### src/rtl/ov7670_frame_ctrl_if.sv
// Control, capture-side and frame-buffer-side signals of the OV7670 frame sequencer.
// Pure wiring with no storage, so it adds no latency.
// There is no backpressure here: the capture stream is strobe-driven and the frame buffer always accepts writes.
interface ov7670_frame_ctrl_if #(
    parameter int ADDR_W = 19,
    parameter int DATA_W = 12,
    parameter int FCNT_W = 8
);
    // software control
    logic              start;
    logic              stop;
    logic              mode;
    // capture side
    logic              cap_vsync;
    logic              cap_we;
    logic [ADDR_W-1:0] cap_addr;
    logic [DATA_W-1:0] cap_dout;
    // frame-buffer write port
    logic              fb_we;
    logic [ADDR_W-1:0] fb_addr;
    logic [DATA_W-1:0] fb_din;
    // status
    logic              busy;
    logic              frame_done;
    logic              frame_err;
    logic [FCNT_W-1:0] frame_count;
    logic [ADDR_W:0]   last_pixels;

    // The master drives control and capture traffic and observes the frame-buffer port and status.
    modport master (
        output start, stop, mode, cap_vsync, cap_we, cap_addr, cap_dout,
        input  fb_we, fb_addr, fb_din, busy, frame_done, frame_err, frame_count, last_pixels
    );

    // The slave is the sequencer itself.
    modport slave (
        input  start, stop, mode, cap_vsync, cap_we, cap_addr, cap_dout,
        output fb_we, fb_addr, fb_din, busy, frame_done, frame_err, frame_count, last_pixels
    );
endinterface

### src/rtl/ov7670_frame_ctrl.sv
// Frame-level sequencer: gates OV7670 pixel writes into the frame buffer on whole-frame boundaries.
// The write path (fb_we/fb_addr/fb_din) follows cap_* by exactly 1 pclk.
// There is no backpressure: writes are dropped outside CAPTURE and once EXP_PIXELS is reached.
module ov7670_frame_ctrl #(
    parameter int ADDR_W     = 19,
    parameter int DATA_W     = 12,
    parameter int EXP_PIXELS = 307200,
    parameter int FCNT_W     = 8
) (
    input  logic                      pclk,
    input  logic                      rst,
    ov7670_frame_ctrl_if.slave        bus
);

    localparam int CNT_W = ADDR_W + 1;
    localparam logic [CNT_W-1:0]  EXP_CNT  = CNT_W'(EXP_PIXELS);
    localparam logic [CNT_W-1:0]  CNT_ONE  = CNT_W'(1);
    localparam logic [FCNT_W-1:0] FCNT_ONE = FCNT_W'(1);

    typedef enum logic [1:0] {
        ST_IDLE    = 2'd0,
        ST_ARM     = 2'd1,
        ST_CAPTURE = 2'd2
    } state_t;

    state_t state;
    state_t state_nxt;

    logic             vsync_q;
    logic             vs_fall;
    logic             vs_rise;
    logic             mode_q;
    logic             stop_pend;
    logic [CNT_W-1:0] pix_cnt;
    logic [CNT_W-1:0] pix_cnt_inc;
    logic [CNT_W-1:0] final_cnt;
    logic             in_capture;
    logic             under_limit;

    // The previous vsync level is kept so frame boundaries can be seen as edges.
    always_ff @(posedge pclk or posedge rst) begin
        if (rst) begin
            vsync_q <= 1'b0;
        end else begin
            vsync_q <= bus.cap_vsync;
        end
    end

    // Vsync edge detection, saturating pixel count and the count a frame would close with this cycle.
    always_comb begin
        vs_fall     = vsync_q & ~bus.cap_vsync;
        vs_rise     = ~vsync_q & bus.cap_vsync;
        pix_cnt_inc = (pix_cnt == {CNT_W{1'b1}}) ? pix_cnt : (pix_cnt + CNT_ONE);
        // A pixel arriving on the closing edge still belongs to the frame.
        final_cnt   = bus.cap_we ? pix_cnt_inc : pix_cnt;
        in_capture  = (state == ST_CAPTURE);
        under_limit = (pix_cnt < EXP_CNT);
    end

    // State register.
    always_ff @(posedge pclk or posedge rst) begin
        if (rst) begin
            state <= ST_IDLE;
        end else begin
            state <= state_nxt;
        end
    end

    // Next-state logic: arm on start, open on vsync fall, close on vsync rise.
    always_comb begin
        state_nxt = state;
        unique case (state)
            ST_IDLE: begin
                // A stop in the same cycle as start is simply dropped.
                if (bus.start) begin
                    state_nxt = ST_ARM;
                end
            end
            ST_ARM: begin
                if (bus.stop) begin
                    state_nxt = ST_IDLE;
                end else if (vs_fall) begin
                    state_nxt = ST_CAPTURE;
                end
            end
            ST_CAPTURE: begin
                // A stop landing on the closing edge itself still ends the run.
                if (vs_rise) begin
                    if (mode_q && !stop_pend && !bus.stop) begin
                        state_nxt = ST_ARM;
                    end else begin
                        state_nxt = ST_IDLE;
                    end
                end
            end
            default: begin
                state_nxt = ST_IDLE;
            end
        endcase
    end

    // Output decode: busy covers both the armed wait and the active frame.
    always_comb begin
        bus.busy = (state == ST_ARM) || (state == ST_CAPTURE);
    end

    // Run configuration: mode is latched only when a start is accepted, and stop is remembered until frame end.
    always_ff @(posedge pclk or posedge rst) begin
        if (rst) begin
            mode_q    <= 1'b0;
            stop_pend <= 1'b0;
        end else begin
            if (state == ST_IDLE && bus.start) begin
                mode_q    <= bus.mode;
                stop_pend <= 1'b0;
            end else if (in_capture && bus.stop) begin
                stop_pend <= 1'b1;
            end
        end
    end

    // Pixel counter: cleared when a frame opens and advanced on every capture strobe inside it.
    always_ff @(posedge pclk or posedge rst) begin
        if (rst) begin
            pix_cnt <= '0;
        end else begin
            if (state == ST_ARM && !bus.stop && vs_fall) begin
                pix_cnt <= '0;
            end else if (in_capture && bus.cap_we) begin
                pix_cnt <= pix_cnt_inc;
            end
        end
    end

    // Registered write port: address and data always track, and the enable opens only inside a frame below the limit.
    always_ff @(posedge pclk or posedge rst) begin
        if (rst) begin
            bus.fb_we   <= 1'b0;
            bus.fb_addr <= '0;
            bus.fb_din  <= '0;
        end else begin
            bus.fb_we   <= in_capture && bus.cap_we && under_limit;
            bus.fb_addr <= bus.cap_addr;
            bus.fb_din  <= bus.cap_dout;
        end
    end

    // End-of-frame reporting: single-cycle done/err pulses plus a sticky count of the last frame.
    always_ff @(posedge pclk or posedge rst) begin
        if (rst) begin
            bus.frame_done  <= 1'b0;
            bus.frame_err   <= 1'b0;
            bus.frame_count <= '0;
            bus.last_pixels <= '0;
        end else begin
            bus.frame_done <= 1'b0;
            bus.frame_err  <= 1'b0;
            if (in_capture && vs_rise) begin
                bus.frame_done  <= 1'b1;
                bus.frame_err   <= (final_cnt != EXP_CNT);
                bus.last_pixels <= final_cnt;
                bus.frame_count <= bus.frame_count + FCNT_ONE;
            end
        end
    end

endmodule

### src/flat_wrapper.sv
// flat-port wrapper written by rule: the top's interface ports become plain ports
module ov7670_frame_ctrl_flat 
#(
    parameter int ADDR_W     = 19,
    parameter int DATA_W     = 12,
    parameter int EXP_PIXELS = 307200,
    parameter int FCNT_W     = 8
)
  (pclk, rst, bus_start, bus_stop, bus_mode, bus_cap_vsync, bus_cap_we, bus_cap_addr, bus_cap_dout, bus_fb_we, bus_fb_addr, bus_fb_din, bus_busy, bus_frame_done, bus_frame_err, bus_frame_count, bus_last_pixels);
  ov7670_frame_ctrl_if #(.ADDR_W(ADDR_W), .DATA_W(DATA_W), .FCNT_W(FCNT_W)) bus_i ();
  input  logic pclk;
  input  logic rst;
  input wire logic [$bits(bus_i.start)-1:0] bus_start;
  input wire logic [$bits(bus_i.stop)-1:0] bus_stop;
  input wire logic [$bits(bus_i.mode)-1:0] bus_mode;
  input wire logic [$bits(bus_i.cap_vsync)-1:0] bus_cap_vsync;
  input wire logic [$bits(bus_i.cap_we)-1:0] bus_cap_we;
  input wire logic [$bits(bus_i.cap_addr)-1:0] bus_cap_addr;
  input wire logic [$bits(bus_i.cap_dout)-1:0] bus_cap_dout;
  output wire logic [$bits(bus_i.fb_we)-1:0] bus_fb_we;
  output wire logic [$bits(bus_i.fb_addr)-1:0] bus_fb_addr;
  output wire logic [$bits(bus_i.fb_din)-1:0] bus_fb_din;
  output wire logic [$bits(bus_i.busy)-1:0] bus_busy;
  output wire logic [$bits(bus_i.frame_done)-1:0] bus_frame_done;
  output wire logic [$bits(bus_i.frame_err)-1:0] bus_frame_err;
  output wire logic [$bits(bus_i.frame_count)-1:0] bus_frame_count;
  output wire logic [$bits(bus_i.last_pixels)-1:0] bus_last_pixels;
  assign bus_i.start = bus_start;
  assign bus_i.stop = bus_stop;
  assign bus_i.mode = bus_mode;
  assign bus_i.cap_vsync = bus_cap_vsync;
  assign bus_i.cap_we = bus_cap_we;
  assign bus_i.cap_addr = bus_cap_addr;
  assign bus_i.cap_dout = bus_cap_dout;
  assign bus_fb_we = bus_i.fb_we;
  assign bus_fb_addr = bus_i.fb_addr;
  assign bus_fb_din = bus_i.fb_din;
  assign bus_busy = bus_i.busy;
  assign bus_frame_done = bus_i.frame_done;
  assign bus_frame_err = bus_i.frame_err;
  assign bus_frame_count = bus_i.frame_count;
  assign bus_last_pixels = bus_i.last_pixels;
  ov7670_frame_ctrl #(.ADDR_W(ADDR_W), .DATA_W(DATA_W), .EXP_PIXELS(EXP_PIXELS), .FCNT_W(FCNT_W)) u_core (.pclk(pclk), .rst(rst), .bus(bus_i));
endmodule
### config.mk
export PLATFORM = sky130hd
export DESIGN_NAME = ov7670_frame_ctrl_flat
export DESIGN_NICKNAME = d
export VERILOG_FILES = /design/src/rtl/ov7670_frame_ctrl_if.sv /design/src/rtl/ov7670_frame_ctrl.sv /design/src/flat_wrapper.sv
export SDC_FILE = /design/constraint.sdc
export NUM_CORES = 1
export LEC_CHECK = 0
export BUFFER_PORTS_ARGS = -buffer_cell sky130_fd_sc_hd__buf_2
export CORE_UTILIZATION = 55
export DETAILED_ROUTE_END_ITERATION = 10
export GPL_TIMING_DRIVEN = 0
export PLACE_DENSITY = 0.82
export SYNTH_ARGS = -nofsm -noshare
export SYNTH_HDL_FRONTEND = slang
export SYNTH_SLANG_ARGS = --single-unit
### constraint.sdc
create_clock -name pclk -period 9.33 [get_ports pclk]
set_clock_uncertainty 0.2 [all_clocks]
set_input_delay 1.866 -clock pclk [delete_from_list [all_inputs] [get_ports pclk]]
set_output_delay 1.866 -clock pclk [all_outputs]
set_load 0.02 [all_outputs]
==> results of run 1 <==
==> worst reg2reg max path: cells and delay by family (launching register included) <==
kind                     cells  cell delay [ns]
AO/OA/AOI/OAI                4             0.88
flip-flops                   1             0.53
AND/OR/NAND/NOR              2             0.65
adder cells (fa/ha/maj)      1             0.38
==> flip-flops by register name (all words and copies together) (netlist names) <==
| name | cells |
|---|---|
| u_core.bus.last_pixels | 20 |
| u_core.pix_cnt | 20 |
| u_core.bus.fb_addr | 19 |
| u_core.bus.fb_din | 12 |
| u_core.bus.frame_count | 8 |
| u_core.state | 2 |
| u_core.bus.fb_we | 1 |
| u_core.bus.frame_done | 1 |
| u_core.bus.frame_err | 1 |
| u_core.mode_q | 1 |
| u_core.stop_pend | 1 |
| u_core.vsync_q | 1 |
==> synth_stat cells (all sizes together) (2+ instances only) <==
cell,count
a21o,3
a211o,2
nand4,12
mux2,2
o31ai,4
a31oi,7
mux2i,5
a21oi,13
o22ai,2
nand2,53
nor4,6
o211ai,2
nor3b,4
dfrtp,87
and4,5
nand3,15
clkbuf,8
a311oi,4
a211oi,3
and2,2
nor2,33
nor3,7
inv,8
and3,6
ha,6
o21ai,20
nand2b,2
xor2,13
xnor2,20
buf,13
==> cell type report <==
cell class              instances  area [sq um]  area share [%]
flip-flops and latches         87          2180            44.7
multi-input cells             263          1710            35.2
repair buffers                101           528            10.8
clock buffers                  10           138            2.82
well taps                      96           120            2.47
plain buffers                  21           113            2.31
clock inverters                 6          50.0            1.03
inverters                       8          32.5           0.668
==> routing by layer <==
| metal | global-route usage [%] | part of all wire, % | vias to the layer above |
|---|---|---|---|
| li1 | - | - | 1554 |
| met1 | 33.6 | 42 | 1568 |
| met2 | 43.9 | 48 | 148 |
| met3 | 5.75 | 7.0 | 24 |
| met4 | 10.7 | 2.9 | 0 |
| met5 | 0 | 0 | - |
==> power groups by stage <==
stage	clock network (mW)	registers, mW	logic (mW)
6_report	0.246	0.433	0.160
5_1_grt	0.269	0.438	0.176
4_1_cts	0.249	0.433	0.161
3_5_place_dp	0	0.441	0.161
3_3_place_gp	0	0.439	0.153
2_1_floorplan	0	0.460	0.0841
==> kinds of logic (layout without fill, tap and decap cells) <==
family	count (synthesis)	count (layout)	synth area share, %
AO/OA/AOI/OAI	66	66	11.4
XOR/XNOR	33	33	7.17
adder cells (fa/ha/maj)	6	6	1.86
buffers and inverters	29	146	3.54
flip-flops	87	87	54.0
multiplexers	7	7	1.80
AND/OR/NAND/NOR	151	151	20.2
==> cell usage in the layout, fill, tap and decap left out, drive strengths merged, types with 12 or more instances in the layout <==
cell type,n
xnor2,20
dfrtp,87
buf,114
clkbuf,18
nand3,15
xor2,13
o21ai,20
nand4,12
nor2,33
a21oi,13
nand2,53
==> worst min path at each step <==
stage                                                startpoint                                     to  cells past startpoint
after floorplan                       u_core.mode_q$_DFFE_PP0P_              u_core.mode_q$_DFFE_PP0P_                      1
after global placement    u_core.bus.frame_count[7]$_DFFE_PP0P_  u_core.bus.frame_count[7]$_DFFE_PP0P_                      1
after detailed placement  u_core.bus.frame_count[7]$_DFFE_PP0P_  u_core.bus.frame_count[7]$_DFFE_PP0P_                      1
after CTS                 u_core.bus.frame_count[7]$_DFFE_PP0P_  u_core.bus.frame_count[7]$_DFFE_PP0P_                      1
after global routing      u_core.bus.frame_count[7]$_DFFE_PP0P_  u_core.bus.frame_count[7]$_DFFE_PP0P_                      1
final                     u_core.bus.frame_count[7]$_DFFE_PP0P_  u_core.bus.frame_count[7]$_DFFE_PP0P_                      1
==> through the flow <==
| step | worst slack, ns | hold slack [ns] | instances |
|---|---|---|---|
| floorplan | 5.01 | 0.270 | 379 |
| global placement | 4.13 | 0.251 | 575 |
| detailed placement | 5.52 | 0.258 | 576 |
| CTS | 5.87 | 0.273 | 592 |
| global route | 5.78 | 0.284 | 592 |
| finish | 5.88 | 0.275 | 592 |
==> results.yml, run 1 <==
clock_network:
  cts.htree.levels: 3
  post_cts_buffers: 0
  hold_buffers: 0
  cts_made_buffers: 9
  clk_pin_slew_ns: 0.09
  cts_root_buf: "clkbuf_8"
  clk_path_buf_depth: 2
  clock_latency_ns: 0.36
  cts_resized: 0
  cts_tree: "yes"
  cts_sinks: 87
final_layout:
  nFillCells: 529
  areaGrowthSynthToFinish_pct: 20.8
  design_area_sq_um: 4870
  fin_util_pct: 70.2
  drive_above_1_share_pct: 30.8
  nNetsFinal: 535
  diodes: 0
worst_setup_path:
  cp_max_fo: 7
  critPathArrivalTime_ns: 3.48
  crit_start: "bus_cap_we"
  rrSetupSlack_ns: 6.56
  reg2reg_from: "u_core.pix_cnt[0]$_DFFE_PP0P_"
  path_class: "in2reg"
  reg2reg_to: "u_core.bus.frame_err$_DFF_PP0_"
  path_depth: 7
  cp.required_ns: 9.36
  crit_slowest_cell: "or4_4"
  reg2reg_depth: 7
  max_stage_delay_ns: 0.60
  worst-path-buf-inv: 2
  endpoint_kind: "flip-flop"
  path_cells: "buf_2 -> inv_1 -> or4_4 -> xor2_1 -> nor4_1 -> o2111a_1 -> a31oi_1"
  start_kind: "input port"
  cp-endpoint: "u_core.bus.frame_err$_DFF_PP0_"
  path_delay_family: "simple AND/OR/NAND/NOR gates"
power_and_ir_drop:
  max-vdd-ir-drop_v: 0.0000745
  p_int_mw: 0.574
  power_leakage_nw: 2.44
  switching_share_pct: 31.6
  powerDensity_nw_per_um2: 172
  p_seq_share_pct: 51.6
  p_switching_mw: 0.265
  total_power_mw: 0.839
  combPwrFrac_pct: 19.0
  clkPwrFrac_pct: 29.3
floorplan:
  pin_count: 101
  start_util_pct: 58.1
  die_area_sq_um: 7680
  die_width_microns: 87.6
  fp.dieH_microns: 87.6
  placementRows: 30
  core-area_sq_um: 6940
synthesis:
  synth_top_area_share_pct: 54.0
  synthArstFlopShare_pct: 100
  synth-seq-cells: 87
  synthFlopType: "dfrtp_1"
  syn_area_per_cell_sq_um: 10.6
  syn-instance-count: 379
  yosysWarnings: 0
  synth_edf_count: 0
  synth_top_area_cell: "dfrtp_1"
  synth_area_sq_um: 4030
  synth_area_leaders: "dfrtp_1, nand2_1, xnor2_1"
  syn_nets: 423
  yosysUniqueCellTypes: 57
  ys_seq_area_share_pct: 54.0
drt:
  drcViolationCount: 0
  drt_wl_total_mm: 9.63
  firstDrtPassIters: 5
  viasPerCell: 5.56
  postRouteAntennaNets: 0
  via_count: 3294
  wl_per_cell_microns: 16.3
  drtIter0Drc: 278
timing:
  slew_headroom_pct: 41.8
  drv_slew: 0
  period_share_pct: 37.0
  min_period_ns: 3.45
  tightest_slew_ns: 0.870
  final_hold_viol_count: 0
  finalSetupTns_ns: 0
  rsz0062_at_grt: "no"
  max_freq_mhz: 290
  setup_viol: 0
min_path:
  hp-class: "reg2reg"
outcome:
  status: "finished clean"
run:
  drv_cap: 0
placement:
  gp_congestion: 0.908
  place_area_sq_um: 4680
  portBuffers: 100
  place_hpwl_mm: 7.14
grt:
  grt_pass1_vias: 3067
  grt_remaining_overflow: 0
  antenna_found_initial: 0
  track_usage_pct: 26.4
  grt_max_degree: 53
  grt_pass1_wl_mm: 15.3
(Power assumes the default switching activity.)
==> run 2: changes to the inputs <==
Settings changed: CORE_UTILIZATION 55 to 48, PLACE_DENSITY 0.82 to 0.76.
Clock period 9.33 ns to 3 ns, I/O delays scaled along.
==> results.yml, run 2 (synthesis gave the netlist of run 1 again) <==
drt:
  firstDrtPassIters: 4
  drt_wl_total_mm: 9.63
  drcViolationCount: 0
  wl_per_cell_microns: 16.0
  via_count: 3295
  drtIter0Drc: 227
  postRouteAntennaNets: 0
  viasPerCell: 5.47
timing:
  finalSetupTns_ns: 0
  worst_slack_ns: 0.129
  slew_headroom_pct: 41.3
  rsz0062_at_grt: "no"
  final_hold_viol_count: 0
  whs_ns: 0.0859
  drv_slew: 0
  period_share_pct: 95.7
  min_period_ns: 2.87
  tightest_slew_ns: 0.880
  max_freq_mhz: 348
  setup_viol: 0
final_layout:
  final_cell_mix: "buf_2, dfrtp_1, nand2_1"
  final_common_cell: "buf_2"
  largestRegisters: "u_core.bus.last_pixels: 20 flops, u_core.pix_cnt: 20 flops, u_core.bus.fb_addr: 19 flops"
  nNetsFinal: 536
  instances_no_fill: 602
  nFillCells: 693
  drive_above_1_share_pct: 30.8
  fin_util_pct: 59.8
  diodes: 0
  design_area_sq_um: 4890
  areaGrowthSynthToFinish_pct: 21.2
clock_network:
  clk_pin_slew_ns: 0.09
  cts_sinks: 87
  cts.htree.levels: 3
  post_cts_buffers: 0
  clk_path_buf_depth: 2
  hold_buffers: 0
  cts_tree: "yes"
  cts_made_buffers: 9
  clock_latency_ns: 0.36
  cts_resized: 0
  cts_root_buf: "clkbuf_8"
grt:
  grt_pass1_vias: 3106
  met3_usage_pct: 5.34
  grt_pass1_wl_mm: 15.8
  met1_usage_pct: 30.1
  track_usage_pct: 23.3
  grt_remaining_overflow: 0
  grt_use_met2_pct: 39.7
  top_usage_layer: "met2"
  antenna_found_initial: 0
  grt_max_degree: 34
worst_setup_path:
  cp.required_ns: 3.01
  endpoint_kind: "flip-flop"
  critPathArrivalTime_ns: 2.88
  start_kind: "flip-flop"
  path_class: "reg2reg"
  cp_max_fo: 7
power_and_ir_drop:
  p_int_mw: 1.77
  power_leakage_nw: 2.44
  p_switching_mw: 0.830
  max-vdd-ir-drop_v: 0.000279
  clkPwrFrac_pct: 28.9
  switching_share_pct: 32.0
  combPwrFrac_pct: 19.0
  powerDensity_nw_per_um2: 531
  p_seq_share_pct: 52.1
  total_power_mw: 2.60
floorplan:
  pin_count: 101
  start_util_pct: 49.3
  die_width_microns: 93.7
  core-area_sq_um: 8180
  die_area_sq_um: 8770
  fp.dieH_microns: 93.7
  placementRows: 33
placement:
  dp.cells: 586
  place_area_sq_um: 4710
  place_hpwl_mm: 7.32
  place_ws_ns: 0.220
  gp_congestion: 0.879
  portBuffers: 100
outcome:
  status: "finished clean"
min_path:
  hp-class: "in2async"
run:
  drv_cap: 0
==> run 2: power groups by stage <==
stage / clock (mW) / sequential [mW] / combinational [mW]
CTS: 0.761 / 1.35 / 0.496
floorplan: 0 / 1.43 / 0.262
detailed placement: 0 / 1.37 / 0.496
global placement: 0 / 1.37 / 0.478
global route: 0.819 / 1.37 / 0.548
finish: 0.751 / 1.35 / 0.493
==> run 2: path summary, 6_finish.rpt <==
kind / endpoint / slack, ns / startpoint / cells past startpoint
min in group pclk: u_core.bus.fb_addr[16]$_DFF_PP0_ / 0.13 / bus_cap_addr[16] / 1
worst max register to register: u_core.bus.frame_err$_DFF_PP0_ / 0.13 / u_core.pix_cnt[0]$_DFFE_PP0P_ / 8
worst max-delay path: u_core.bus.frame_err$_DFF_PP0_ / 0.13 / u_core.pix_cnt[0]$_DFFE_PP0P_ / 8
max in group asynchronous: u_core.bus.last_pixels[4]$_DFFE_PP0P_ / 1.98 / rst / 3
worst min register to register: u_core.bus.frame_count[7]$_DFFE_PP0P_ / 0.27 / u_core.bus.frame_count[7]$_DFFE_PP0P_ / 1
worst min-delay path: u_core.bus.fb_din[0]$_DFF_PP0_ / 0.09 / rst / 2
==> run 2: worst max-delay path, stage by stage (launching register included) <==
cell and delay [ns]:
dfrtp_1 0.53, ha_1 0.39, nand3_2 0.21, or3_1 0.42, buf_6 0.15, o211ai_2 0.15, xor2_1 0.11, nor4_1 0.39
a31oi_1 0.18
==> run 2: area by class of cell <==
cell class                 instances  area [sq um]  share of cell area, %
clock buffer                      10           128                   2.61
clock inverter                     6          51.3                   1.05
timing repair buffer             102           541                   11.1
multi-input combinational        263          1710                   35.1
tap                              105           131                   2.69
sequential                        87          2180                   44.5
buffer                            21           113                   2.30
inverter                           8          33.8                  0.691
==> run 2: metal layers <==
metal  routed length [microns]  share of wire [%]
met1                      4090                 43
met2                      4710                 49
met3                       728                7.6
met4                        97                1.0
met5                         0                  0
==> run 3: changes to the inputs <==
Settings changed: RECOVER_POWER from default to 100.
==> results.yml, run 3 (synthesis gave the netlist of run 1 again) <==
clock_network:
  cts_sinks: 87
  clk_pin_slew_ns: 0.10
  cts_resized: 0
  cts_tree: "yes"
  cts_made_buffers: 9
  hold_buffers: 0
  cts_root_buf: "clkbuf_8"
  clk_path_buf_depth: 2
  cts.htree.levels: 3
  clock_latency_ns: 0.36
  post_cts_buffers: 0
floorplan:
  die_area_sq_um: 8770
  start_util_pct: 49.3
  fp.dieH_microns: 93.7
  placementRows: 33
  pin_count: 101
  core-area_sq_um: 8180
  die_width_microns: 93.7
placement:
  portBuffers: 100
  gp_congestion: 0.879
  place_hpwl_mm: 7.32
  dp.cells: 586
  place_area_sq_um: 4710
drt:
  viasPerCell: 5.50
  postRouteAntennaNets: 0
  drtIter0Drc: 203
  wl_per_cell_microns: 16.2
  via_count: 3311
  drt_wl_total_mm: 9.76
  drcViolationCount: 0
  firstDrtPassIters: 5
worst_setup_path:
  start_kind: "flip-flop"
  reg2reg_depth: 8
  endpoint_kind: "flip-flop"
  cp.required_ns: 3.02
  reg2reg_from: "u_core.pix_cnt[0]$_DFFE_PP0P_"
  cp-endpoint: "u_core.bus.frame_err$_DFF_PP0_"
  cp_max_fo: 7
  reg2reg_to: "u_core.bus.frame_err$_DFF_PP0_"
  critPathArrivalTime_ns: 2.86
  rrSetupSlack_ns: 0.15
  path_class: "reg2reg"
  crit_start: "u_core.pix_cnt[0]$_DFFE_PP0P_"
grt:
  grt_pass1_vias: 3106
  track_usage_pct: 23.3
  grt_remaining_overflow: 0
  grt_max_degree: 34
  antenna_found_initial: 0
  grt_pass1_wl_mm: 15.8
timing:
  slew_headroom_pct: 4.98
  setup_viol: 0
  tightest_slew_ns: 1.43
  finalSetupTns_ns: 0
  final_hold_viol_count: 0
  drv_slew: 0
  min_period_ns: 2.85
  whs_ns: 0.133
  max_freq_mhz: 351
  rsz0062_at_grt: "no"
  period_share_pct: 95.0
final_layout:
  design_area_sq_um: 4780
  final_common_cell: "dfrtp_1"
  nNetsFinal: 536
  areaGrowthSynthToFinish_pct: 18.5
  instances_no_fill: 602
  final_cell_mix: "dfrtp_1, clkbuf_1, nand2_1"
  largestRegisters: "u_core.bus.last_pixels: 20 flops, u_core.pix_cnt: 20 flops, u_core.bus.fb_addr: 19 flops"
  diodes: 0
  drive_above_1_share_pct: 16.5
power_and_ir_drop:
  total_power_mw: 2.58
  powerDensity_nw_per_um2: 539
  max-vdd-ir-drop_v: 0.000281
  power_leakage_nw: 2.22
min_path:
  hp-class: "in2reg"
outcome:
  status: "finished clean"
run:
  drv_cap: 0
-- run 3: cell count changes in the layout (fill, tap and decap cells not counted), sizes merged --
cell / previous run / this run
clkbuf: 18 / 84
buf: 115 / 47
dlymetal6s4s: 0 / 2
-- run 3: cell type report --
cell class | instances | area (sq um)
Buffer | 21 | 111
Sequential cell | 87 | 2180
Tap cell | 105 | 131
Clock buffer | 10 | 128
Multi-Input combinational cell | 263 | 1710
Clock inverter | 6 | 51.3
Timing Repair Buffer | 102 | 444
Fill cell | 730 | 3390
Inverter | 8 | 31.3
-- run 3: how the worst min path moves through the flow --
stage	startpoint	endpoint	slack, ns	cells past startpoint
final	bus_cap_addr[16]	u_core.bus.fb_addr[16]$_DFF_PP0_	0.13	1
after global routing	bus_cap_addr[8]	u_core.bus.fb_addr[8]$_DFF_PP0_	0.12	1
after CTS	rst	u_core.bus.fb_din[0]$_DFF_PP0_	0.09	2
after detailed placement	u_core.bus.frame_count[7]$_DFFE_PP0P_	u_core.bus.frame_count[7]$_DFFE_PP0P_	0.26	1
after global placement	u_core.bus.frame_count[7]$_DFFE_PP0P_	u_core.bus.frame_count[7]$_DFFE_PP0P_	0.26	1
after floorplan	u_core.mode_q$_DFFE_PP0P_	u_core.mode_q$_DFFE_PP0P_	0.27	1
-- run 3: per-stage QoR --
| step | setup WS, ns | util [%] |
|---|---|---|
| 2_1_floorplan | 0.628 | - |
| 3_3_place_gp | 0.262 | 57.1 |
| 3_5_place_dp | 0.220 | 57.6 |
| 4_1_cts | 0.201 | 59.8 |
| 5_1_grt | 0.0121 | 58.5 |
| 6_report | 0.151 | 58.5 |
-- run 3: worst max-delay path, cell delays in order, from the launching register on --
cell and delay [ns]:
dfrtp_1 0.54, ha_1 0.38, nand3_2 0.20, or3_1 0.42, buf_6 0.15, o211ai_2 0.15, xor2_1 0.11, nor4_1 0.39
a31oi_1 0.17
-- run 3: where the power goes --
| group | switching (mW) | total (mW) | internal (mW) |
|---|---|---|---|
| clock | 0.436 | 0.751 | 0.314 |
| combinational | 0.306 | 0.470 | 0.164 |
| sequential | 0.0880 | 1.35 | 1.27 |
-- run 3: metal layers --
| metal | GRT usage (%) | vias to the layer above | wire (microns) | share of wire (%) |
|---|---|---|---|---|
| met5 | 0 | - | 0 | 0 |
| met4 | 5.77 | 0 | 97 | 0.99 |
| met3 | 5.34 | 9 | 735 | 7.5 |
| met2 | 39.7 | 134 | 4720 | 48 |
| met1 | 30.1 | 1607 | 4210 | 43 |
| li1 | - | 1561 | - | - |
